File: config.mk
export PLATFORM = sky130hd
export DESIGN_NAME = i2c_sequencer
export DESIGN_NICKNAME = d
export VERILOG_FILES = /design/src/rtl/i2c_seq_pkg.sv /design/src/rtl/i2c_sequencer.sv
export SDC_FILE = /design/constraint.sdc
export NUM_CORES = 1
export LEC_CHECK = 0
export CORE_UTILIZATION = 35
export CTS_CLUSTER_DIAMETER = 100
export DETAILED_ROUTE_END_ITERATION = 8
export GPL_TIMING_DRIVEN = 1
export SLEW_MARGIN = 20
export SYNTH_ARGS = -nofsm -noshare
export SYNTH_HDL_FRONTEND = slang
export SYNTH_SLANG_ARGS = --single-unit
export TNS_END_PERCENT = 1
File: constraint.sdc
create_clock -name clk -period 5.75 [get_ports clk]
set_clock_uncertainty 0.15 [all_clocks]
set_input_delay 1.15 -clock clk [delete_from_list [all_inputs] [get_ports clk]]
set_output_delay 1.15 -clock clk [all_outputs]
set_load 0.01 [all_outputs]
File: src/rtl/i2c_seq_pkg.sv
// i2c_seq_pkg: state encoding, default timing and transfer-direction constants for the sequencer
package i2c_seq_pkg;
  localparam int TIMEOUT_CYCLES_DEF = 64;
  localparam int MRST_CYCLES_DEF = 2;
  localparam logic RW_READ = 1'b1;
  localparam logic RW_WRITE = 1'b0;
  localparam logic [2:0] S_IDLE = 3'd0;
  localparam logic [2:0] S_MRST = 3'd1;
  localparam logic [2:0] S_LAUNCH = 3'd2;
  localparam logic [2:0] S_WAIT1 = 3'd3;
  localparam logic [2:0] S_WAIT2 = 3'd4;
  localparam logic [2:0] S_RESP = 3'd5;
endpackage

File: src/rtl/i2c_sequencer.sv
// i2c_sequencer: runs one I2C master transaction per command (reset master, launch, await two acks) and returns a response
module i2c_sequencer
  import i2c_seq_pkg::*;
#(
  parameter int TIMEOUT_CYCLES = TIMEOUT_CYCLES_DEF,
  parameter int MRST_CYCLES = MRST_CYCLES_DEF
) (
  input  logic       clk,
  input  logic       reset,
  input  logic       cmd_valid,
  output logic       cmd_ready,
  input  logic       cmd_rw,
  input  logic [6:0] cmd_addr,
  input  logic [7:0] cmd_reg,
  output logic       rsp_valid,
  input  logic       rsp_ready,
  output logic [7:0] rsp_data,
  output logic       rsp_err,
  output logic       busy,
  output logic       m_rst_n,
  output logic       m_en,
  output logic       m_start,
  output logic       m_stop,
  output logic       m_repeat_start,
  output logic       m_mode,
  output logic [6:0] m_address,
  output logic [7:0] m_register,
  input  logic       m_ack,
  input  logic [7:0] m_data
);
  localparam int CW = $clog2(TIMEOUT_CYCLES + MRST_CYCLES + 2);
  localparam logic [CW-1:0] MRST_LAST = CW'(MRST_CYCLES - 1);
  localparam logic [CW-1:0] TOUT_LAST = CW'(TIMEOUT_CYCLES - 1);
  logic [2:0] r_state, w_state_nxt;
  logic [CW-1:0] r_cnt, w_cnt_nxt;
  logic r_cmd_ready, r_ack, r_rw, r_rsp_err;
  logic [6:0] r_addr;
  logic [7:0] r_reg, r_rsp_data;
  logic w_rise, w_accept, w_done, w_op, w_enter_resp;
  assign w_rise = m_ack & ~r_ack;
  assign w_accept = (r_state == S_IDLE) & r_cmd_ready & cmd_valid;
  assign w_done = (r_state == S_WAIT2) & w_rise;
  assign w_enter_resp = (w_state_nxt == S_RESP) & (r_state != S_RESP);
  assign w_op = (r_state == S_MRST) | (r_state == S_LAUNCH) | (r_state == S_WAIT1) | (r_state == S_WAIT2);
  assign cmd_ready = r_cmd_ready;
  assign busy = r_state != S_IDLE;
  assign rsp_valid = r_state == S_RESP;
  assign rsp_data = r_rsp_data;
  assign rsp_err = r_rsp_err;
  assign m_rst_n = (r_state == S_LAUNCH) | (r_state == S_WAIT1) | (r_state == S_WAIT2);
  assign m_en = r_state == S_LAUNCH;
  assign m_start = r_state == S_LAUNCH;
  assign m_stop = w_op;
  assign m_repeat_start = 1'b0;
  assign m_mode = w_op ? r_rw : RW_WRITE;
  assign m_address = w_op ? r_addr : '0;
  assign m_register = w_op ? r_reg : '0;
  // next state and shared master-reset / timeout counter; an ack edge takes priority over expiry
  always_comb begin
    w_state_nxt = r_state;
    w_cnt_nxt = r_cnt;
    case (r_state)
      S_IDLE: begin
        w_state_nxt = w_accept ? S_MRST : S_IDLE;
        w_cnt_nxt = w_accept ? '0 : r_cnt;
      end
      S_MRST: begin
        w_state_nxt = (r_cnt == MRST_LAST) ? S_LAUNCH : S_MRST;
        w_cnt_nxt = (r_cnt == MRST_LAST) ? '0 : r_cnt + CW'(1);
      end
      S_LAUNCH: begin
        w_state_nxt = S_WAIT1;
        w_cnt_nxt = '0;
      end
      S_WAIT1, S_WAIT2: begin
        w_cnt_nxt = r_cnt + CW'(1);
        w_state_nxt = w_rise ? ((r_state == S_WAIT1) ? S_WAIT2 : S_RESP) : (r_cnt >= TOUT_LAST) ? S_RESP : r_state;
      end
      S_RESP: w_state_nxt = rsp_ready ? S_IDLE : S_RESP;
      default: w_state_nxt = S_IDLE;
    endcase
  end
  // state, counter, ack history, latched command and response registers
  always_ff @(posedge clk or negedge reset) begin
    if (!reset) begin
      r_state <= S_IDLE;
      r_cnt <= '0;
      r_cmd_ready <= 1'b0;
      r_ack <= 1'b0;
      r_rw <= 1'b0;
      r_addr <= '0;
      r_reg <= '0;
      r_rsp_data <= '0;
      r_rsp_err <= 1'b0;
    end else begin
      r_state <= w_state_nxt;
      r_cnt <= w_cnt_nxt;
      r_cmd_ready <= w_state_nxt == S_IDLE;
      r_ack <= m_ack;
      if (w_accept) begin
        r_rw <= cmd_rw;
        r_addr <= cmd_addr;
        r_reg <= cmd_reg;
      end
      if (w_enter_resp) begin
        r_rsp_data <= (w_done && r_rw == RW_READ) ? m_data : '0;
        r_rsp_err <= ~w_done;
      end
    end
  end
endmodule

* Word-level counts from Yosys, hierarchy flattened *
Index checks and enable logic that the tools add are counted.

cells by class
  add/sub/neg operators = 1
  $lt $le $gt $ge = 1
  eq/ne operators = 9
  muxes and demuxes = 14
  bitwise logic cells = 12
  reduce and logical (&&, ||, !) cells = 7

operators with widths
  kind                                                                count
  case mux 7 bit (4 select lines)                                     1
  two-way mux 7 bit                                                   3
  two-way mux 8 bit                                                   2
  case mux 3 bit (5 select lines)                                     1
  equality test 3 bit (second input constant)                         3
  two-way mux 3 bit                                                   3
  adder 7 x 1 -> 7 bit (second input constant)                        1
  equality test 7 x 1 -> 1 bit (second input constant)                1
  greater-or-equal comparator 7 x 6 -> 1 bit (second input constant)  1
  equality test 3 x 2 -> 1 bit (second input constant)                2
  zero test 3 bit                                                     2
  bitwise AND 1 bit                                                   5
  bitwise OR 1 bit                                                    5
  nonzero test 4 bit                                                  1
  equality test 3 x 1 -> 1 bit (second input constant)                1
  two-way mux 1 bit                                                   3
  != test 3 bit (second input constant)                               1
  nonzero test 3 bit                                                  1
  two-way mux 2 bit                                                   1
  != test 2 bit (second input constant)                               1
  NOT 1 bit                                                           2
  AND reduction 2 bit                                                 1
  OR reduction 2 bit                                                  1
  logical AND 1 bit                                                   1

word-level totals
  bits in registers = 37
  bits of input ports = 29
  output and inout bits = 33
  word-level logic and storage cells = 53

* Depth between registers and ports, before layout *
Gate-level depths: netlist (run 1).

  depth in word-level cells = 7
  gate-level depth with buffers = 7
  gate-level depth less buffers = 6

* Least setup slack after synthesis (run 1) *
Ideal clock, no wire load.

  kind = reg2out
  start point = register r_state[1]
  end point = output m_address[4]
  arrival = 1.366 ns
  data required time = 4.450 ns
  slack = 3.084 ns
  stages on the path, launching flop included = 6
  buffers on the path = 2
  cell sequence = dfrtp_1 > clkbuf_1 > o21a_1 > nor2_1 > buf_2 > and2_1

between the ends
  longest elaborated chain between the ends = 5
  elaborated cells between the ends (all ways) = 8
  those cells by class = eq/ne: 4; mux: 1; bitwise: 3

ends and longest elaborated chain
  element                                                                       line                 source
  start, declared                                                               i2c_sequencer.sv:34  logic [2:0] r_state, w_state_nxt;
  start signal, assigned                                                        i2c_sequencer.sv:96  r_state <= w_state_nxt;
  equality test 3 x 1 -> 1 bit or equality test 3 x 2 -> 1 bit (tied branches)  i2c_sequencer.sv:44  assign w_op = (r_state == S_MRST) | (r_state == S_LAUNCH) | (r_state == S_WAIT1) | (r_state == S_WAIT2);
  bitwise OR 1 bit (2 in a row)                                                 i2c_sequencer.sv:44
  bitwise OR 1 bit (*)                                                          i2c_sequencer.sv:44
  via m_stop                                                                    i2c_sequencer.sv:23  output logic m_stop,
  two-way mux 7 bit (*)                                                         i2c_sequencer.sv:56  assign m_address = w_op ? r_addr : '0;
  end, declared                                                                 i2c_sequencer.sv:26  output logic [6:0] m_address,

The timed path passes the listed nets; every way through them passes the cells marked *.

* Worst setup path in the final report (run 1) *
  start point = register r_state[1]
  end point = output m_mode

between the ends
  longest elaborated chain between the ends = 5
  elaborated cells between the ends (all ways) = 8
  those cells by class = eq/ne: 4; mux: 1; bitwise: 3

ends and longest elaborated chain
  element                                                                       line                 source
  equality test 3 x 1 -> 1 bit or equality test 3 x 2 -> 1 bit (tied branches)  i2c_sequencer.sv:44
  bitwise OR 1 bit (2 in a row)                                                 i2c_sequencer.sv:44
  bitwise OR 1 bit (*)                                                          i2c_sequencer.sv:44
  two-way mux 1 bit (*)                                                         i2c_sequencer.sv:55  assign m_mode = w_op ? r_rw : RW_WRITE;
  end, declared                                                                 i2c_sequencer.sv:25  output logic m_mode,

Mark *: on every way between the ends. The rest lies on a longest branch, timed or not.

==> impl_metrics.yaml, run 1 <==
timing:
  final_max_slew_viol_count: 0
  layout_min_cycle_time_ns: 3.703
  maxSlewHeadroom_pct: 45.60
  finalSetupViolations: 0
  finalCritPeriodShare_pct: 64.39
  grt_setup_unrepaired: "no"
  worst_pin_slew_ns: 0.8159
  setup_tns_ns: 0
  final-hold-violation-count: 0
  fmax_mhz: 270.1
  hold-worst-slack_ns: 0.3472
  fin_ws_ns: 2.047
logic_synthesis:
  postSynthAreaPerCell_sq_um: 10.18
  synthDominantCellAreaShare_pct: 47.38
  seq_area_frac_synth_pct: 47.38
  synth_top_area_cell: "dfrtp_1"
  postSynthCellCount: 192
  syn_area_sq_um: 1954
  synth_flop_cell: "dfrtp_1"
  synth_area_leaders: "dfrtp_1 47%, mux2_2 9.2%, o211ai_1 6.5%"
  synth_seq_cells: 37
  synth_commonest_cells: "37 x dfrtp_1, 18 x and2_1, 17 x nand2_1, 17 x o211ai_1, 16 x mux2_2"
  synth.distinct_cells: 44
  synth_edf_count: 0
  async_reset_ff_share_pct: 100.0
  yosysWarningCount: 0
  yosysMostFrequentCell: "dfrtp_1"
  mappedNetlistNets: 223
critical_path:
  path_buf_inv: 1
  crit_arrival_ns: 2.40
  crit_chain: "o21a_1 -> nor2_1 -> and2_1 -> clkdlybuf4s50_1"
  start_kind: "flop"
  worst_path_max_delay_cell: "nor2_1"
  worst_path_dominant_cell_family: "simple AND/OR/NAND/NOR gates"
  cp-end-kind: "output pin"
  slowest_delay_ns: 0.61
  critPathMaxFanout: 17
  required_ns: 4.45
  crit_type: "flop to output pin"
place:
  place.gp.congestion: 0.7949
  hpwl_um: 3045
  placedCellCount: 310
  io_buffers: 60
  dpl_worst_slack_ns: 2.300
finish:
  area_growth_pct: 37.20
  n_fill_cell: 491
  final_layout_size_suffix_gt1_share_pct: 12.90
  stdcell_count: 318
  seq_area_sq_um: 925.9
  diodes: 0
  multi_input_area_sq_um: 899.6
  layout.nets: 278
floorplanning:
  io_pins: 62
  core_area_sq_um: 5238
  fp.dieH_um: 76.73
  die_width_um: 76.73
  rows: 26
  start_util_pct: 37.31
  die_area_sq_um: 5887
job:
  maxCapViolations: 0
drt:
  vias: 1552
  route.detailed.drc: 0
  ant_nets: 0
  dr.first_iter.drc_count: 106
  wl_per_cell_um: 13.50
  avgViaCountPerCell: 4.881
  wl_um: 4293
  firstDrtPassIters: 4
min_path:
  hp-class: "flop to flop"
cts:
  cts_sinks: 37
  cts-hold-fix-buffers: 0
  ctsResizeCount: 0
  insertion_delay_ns: 0.29
  cts_max_level: 2
  cts_tree: "yes"
  root_buffer: "clkbuf_8"
  cts_made_buffers: 5
  clk_path_buf_depth: 2
  clk_pin_slew_ns: 0.07
  postCtsSetupBuffers: 0
grt:
  grt_use_total_pct: 15.61
  grt_pass1_vias: 1558
  grt_max_degree: 38
  overflow: 0
  grt_antenna_before_repair: 0
  grt_pass1_wl_um: 7224
run_status:
  outcome: "finished, final reports clean"
power:
  power_density_nw_per_um2: 529.2
  total_power_w: 0.001419
  total_leakage_power_nw: 1.111
  ir_drop_mv: 0.2188
## cell type report
cell class              count  share of cell area, %
clock inverters             1                  1.120
repair buffers             60                  22.21
inverters                  15                  2.100
clock buffers               7                  3.220
multi-input cells         128                  33.55
flip-flops and latches     37                  34.53
well taps                  70                  3.266
## power by group
group	total (W)	switching (W)	internal (W)
sequential	0.000447	0.0000851	0.000362
combinational	0.000742	0.000334	0.000408
clock	0.000230	0.0000892	0.000141
total	0.00142	0.000508	0.000911
## worst reg2reg max path, stage by stage (launching register included)
cell and delay, ns:
dfrtp_1 0.54, nand3b_1 0.44, o32ai_1 0.17, a221o_1 0.46, a31o_2 0.30
## path summary, 6_finish.rpt
kind / slack [ns] / depth (start not counted) / startpoint / end
max: 2.05 / 4 / r_state[1] / m_mode
min: 0.35 / 1 / r_reg[4] / r_reg[4]
max reg2reg: 3.58 / 4 / r_state[2] / rsp_err
min reg2reg: 0.35 / 1 / r_reg[4] / r_reg[4]
max in group asynchronous: 4.13 / 1 / reset / r_cnt[1]
min in group asynchronous: 0.80 / 1 / reset / rsp_data[3]
## routing by layer
layer | GRT usage, % | vias up | wire length, um
met2 | 25.54 | 47 | 1992
met3 | 4.286 | 4 | 221
met4 | 5.769 | 0 | 56
li1 | - | 778 | -
met5 | 0 | - | 0
met1 | 19.56 | 723 | 2023
## through the flow
stage | instance area (sq um) | utilization [%]
after global placement | 2565 | 48.97
final | 2681 | 51.19
after global routing | 2681 | 51.19
after floorplan | 1954 | -
after CTS | 2681 | 51.19
after detailed placement | 2565 | 48.97
## logic make-up (layout without fill, tap and decap cells)
kind of cell             count (synthesis)  after routing  synth area share (%)
AO/OA/AOI/OAI                           40             40                 14.72
adder cells (fa/ha/maj)                  2              2                 1.280
buffers and inverters                   27             83                 6.593
flip-flops                              37             37                 47.38
multiplexers                            17             17                 9.731
other                                    1              1                0.1919
AND/OR/NAND/NOR                         68             68                 20.10
## layout by cell type, fill, tap and decap left out, types with 2 or more instances in the layout
cell / synthesis / final
o221ai_1: 2 / 2
ha_1: 2 / 2
nor3_1: 3 / 3
o211ai_1: 17 / 17
nand2_1: 17 / 17
inv_1: 15 / 15
nand3_1: 8 / 8
nor2_1: 5 / 5
mux2_2: 16 / 16
clkbuf_8: 0 / 6
o22ai_1: 2 / 2
dfrtp_1: 37 / 37
a31oi_1: 2 / 2
a21oi_1: 5 / 5
o21ai_0: 3 / 3
or2_2: 2 / 2
nand2b_1: 3 / 3
clkdlybuf4s50_1: 0 / 59
and2_1: 18 / 18
nor2b_1: 2 / 2
Power figures use the tool's default switching activity.
==> run 2: changes to the inputs <==
- clock period: 5.75 -> 3.8 ns (I/O delays scaled with it)
==> impl_metrics.yaml, run 2 (synthesized netlist as in run 1, its figures left out) <==
run_status:
  outcome: "finished, final reports clean"
power:
  power_density_nw_per_um2: 802.1
  ir_drop_mv: 0.3735
  total_leakage_power_nw: 1.116
place:
  placedCellCount: 311
  dpl_worst_slack_ns: 1.100
  placedInstanceArea_sq_um: 2572
  place.gp.congestion: 0.7930
  io_buffers: 60
  hpwl_um: 3031
timing:
  maxSlewHeadroom_pct: 44.94
  layout_min_cycle_time_ns: 3.026
  fin_ws_ns: 0.7735
  final_max_slew_viol_count: 0
  setup_tns_ns: 0
  finalSetupViolations: 0
  final-hold-violation-count: 0
  fmax_mhz: 330.4
  finalCritPeriodShare_pct: 79.64
  worst_pin_slew_ns: 0.8259
  grt_setup_unrepaired: "no"
  hold-worst-slack_ns: 0.3505
cts:
  cts_sinks: 37
  cts_made_buffers: 5
  clk_path_buf_depth: 2
  root_buffer: "clkbuf_8"
  cts_tree: "yes"
  cts_max_level: 2
  ctsResizeCount: 0
  postCtsSetupBuffers: 0
  clk_pin_slew_ns: 0.07
  insertion_delay_ns: 0.29
  cts-hold-fix-buffers: 0
finish:
  final_cell_mix: "59 x clkdlybuf4s50_1, 37 x dfrtp_1, 18 x and2_1, 17 x nand2_1, 17 x o211ai_1"
  mostFrequentLayoutCell: "clkdlybuf4s50_1"
  n_fill_cell: 485
  fin_area_sq_um: 2689
  final_layout_size_suffix_gt1_share_pct: 13.25
  diodes: 0
  layout.nets: 279
  area_growth_pct: 37.58
  stdcell_count: 319
floorplanning:
  io_pins: 62
  die_area_sq_um: 5887
  die_width_um: 76.73
  core_area_sq_um: 5238
  fp.dieH_um: 76.73
  start_util_pct: 37.31
  rows: 26
drt:
  wl_met1_um: 1916
  wl_met3_um: 233
  firstDrtPassIters: 4
  route.detailed.drc: 0
  vias: 1575
  wl_per_cell_um: 13.29
  top_layer_used: "met4"
  ant_nets: 0
  route.met2.wl_um: 2042
  avgViaCountPerCell: 4.937
  dr.first_iter.drc_count: 85
  wl_um: 4240
critical_path:
  required_ns: 2.89
  cp-end-kind: "output pin"
  crit_arrival_ns: 2.12
  rr_endpoint: "rsp_err"
  reg2reg_from: "r_cnt[0]"
  critPathMaxFanout: 17
  crit_type: "flop to output pin"
  rr_worst_depth: 5
  reg2reg_slack_ns: 1.64
  start_kind: "flop"
  worstSetupEndpoint: "m_register[6]"
  crit_start: "r_state[1]"
grt:
  grt_max_degree: 38
  grt_pass1_vias: 1523
  overflow: 0
  grt_antenna_before_repair: 0
  grt_pass1_wl_um: 7286
  grt_use_total_pct: 15.70
job:
  maxCapViolations: 0
min_path:
  hp-class: "flop to flop"
==> run 2: how the worst min path moves through the flow <==
stage               startpoint         to  slack, ns  cells past startpoint
floorplan                reset  cmd_ready       0.31                      0
global placement      r_reg[0]   r_reg[0]       0.33                      1
detailed placement   r_addr[2]  r_addr[2]       0.34                      1
CTS                  r_addr[2]  r_addr[2]       0.35                      1
global route          r_reg[5]   r_reg[5]       0.38                      1
finish                r_reg[4]   r_reg[4]       0.35                      1
==> run 2: per-layer routing <==
metal	vias up	GRT usage [%]
met2	42	25.00
li1	783	-
met3	7	4.881
met4	0	4.615
met1	743	20.35
met5	-	0
==> run 2: critical path, cell delays in order, from the launching register on <==
cell             delay, ns
dfrtp_1               0.49
nor3_1                0.42
nor2_1                0.09
buf_4                 0.19
and2_1                0.17
clkdlybuf4s50_1       0.47
==> run 2: area by class of cell <==
cell class                      instances  area (sq um)  share of cell area, %
Inverter                               15         56.30                  2.094
Clock buffer                            7         86.33                  3.211
Clock inverter                          1         30.03                  1.117
Tap cell                               70         87.58                  3.257
Sequential cell                        37         925.9                  34.43
Timing Repair Buffer                   61         603.1                  22.43
Multi-Input combinational cell        128         899.6                  33.46
==> run 2: through the flow <==
step                      utilization [%]  total power (W)
after CTS                           51.34         0.002185
after global placement              49.12         0.001819
after floorplan                         -         0.001326
after detailed placement            49.12         0.001825
after global routing                51.34         0.002319
final                               51.34         0.002157
==> run 2: where the power goes <==
group | switching, W | internal, W
Combinational | 0.000499 | 0.000629
Sequential | 0.000129 | 0.000547
Clock | 0.000138 | 0.000214
Total | 0.000767 | 0.00139
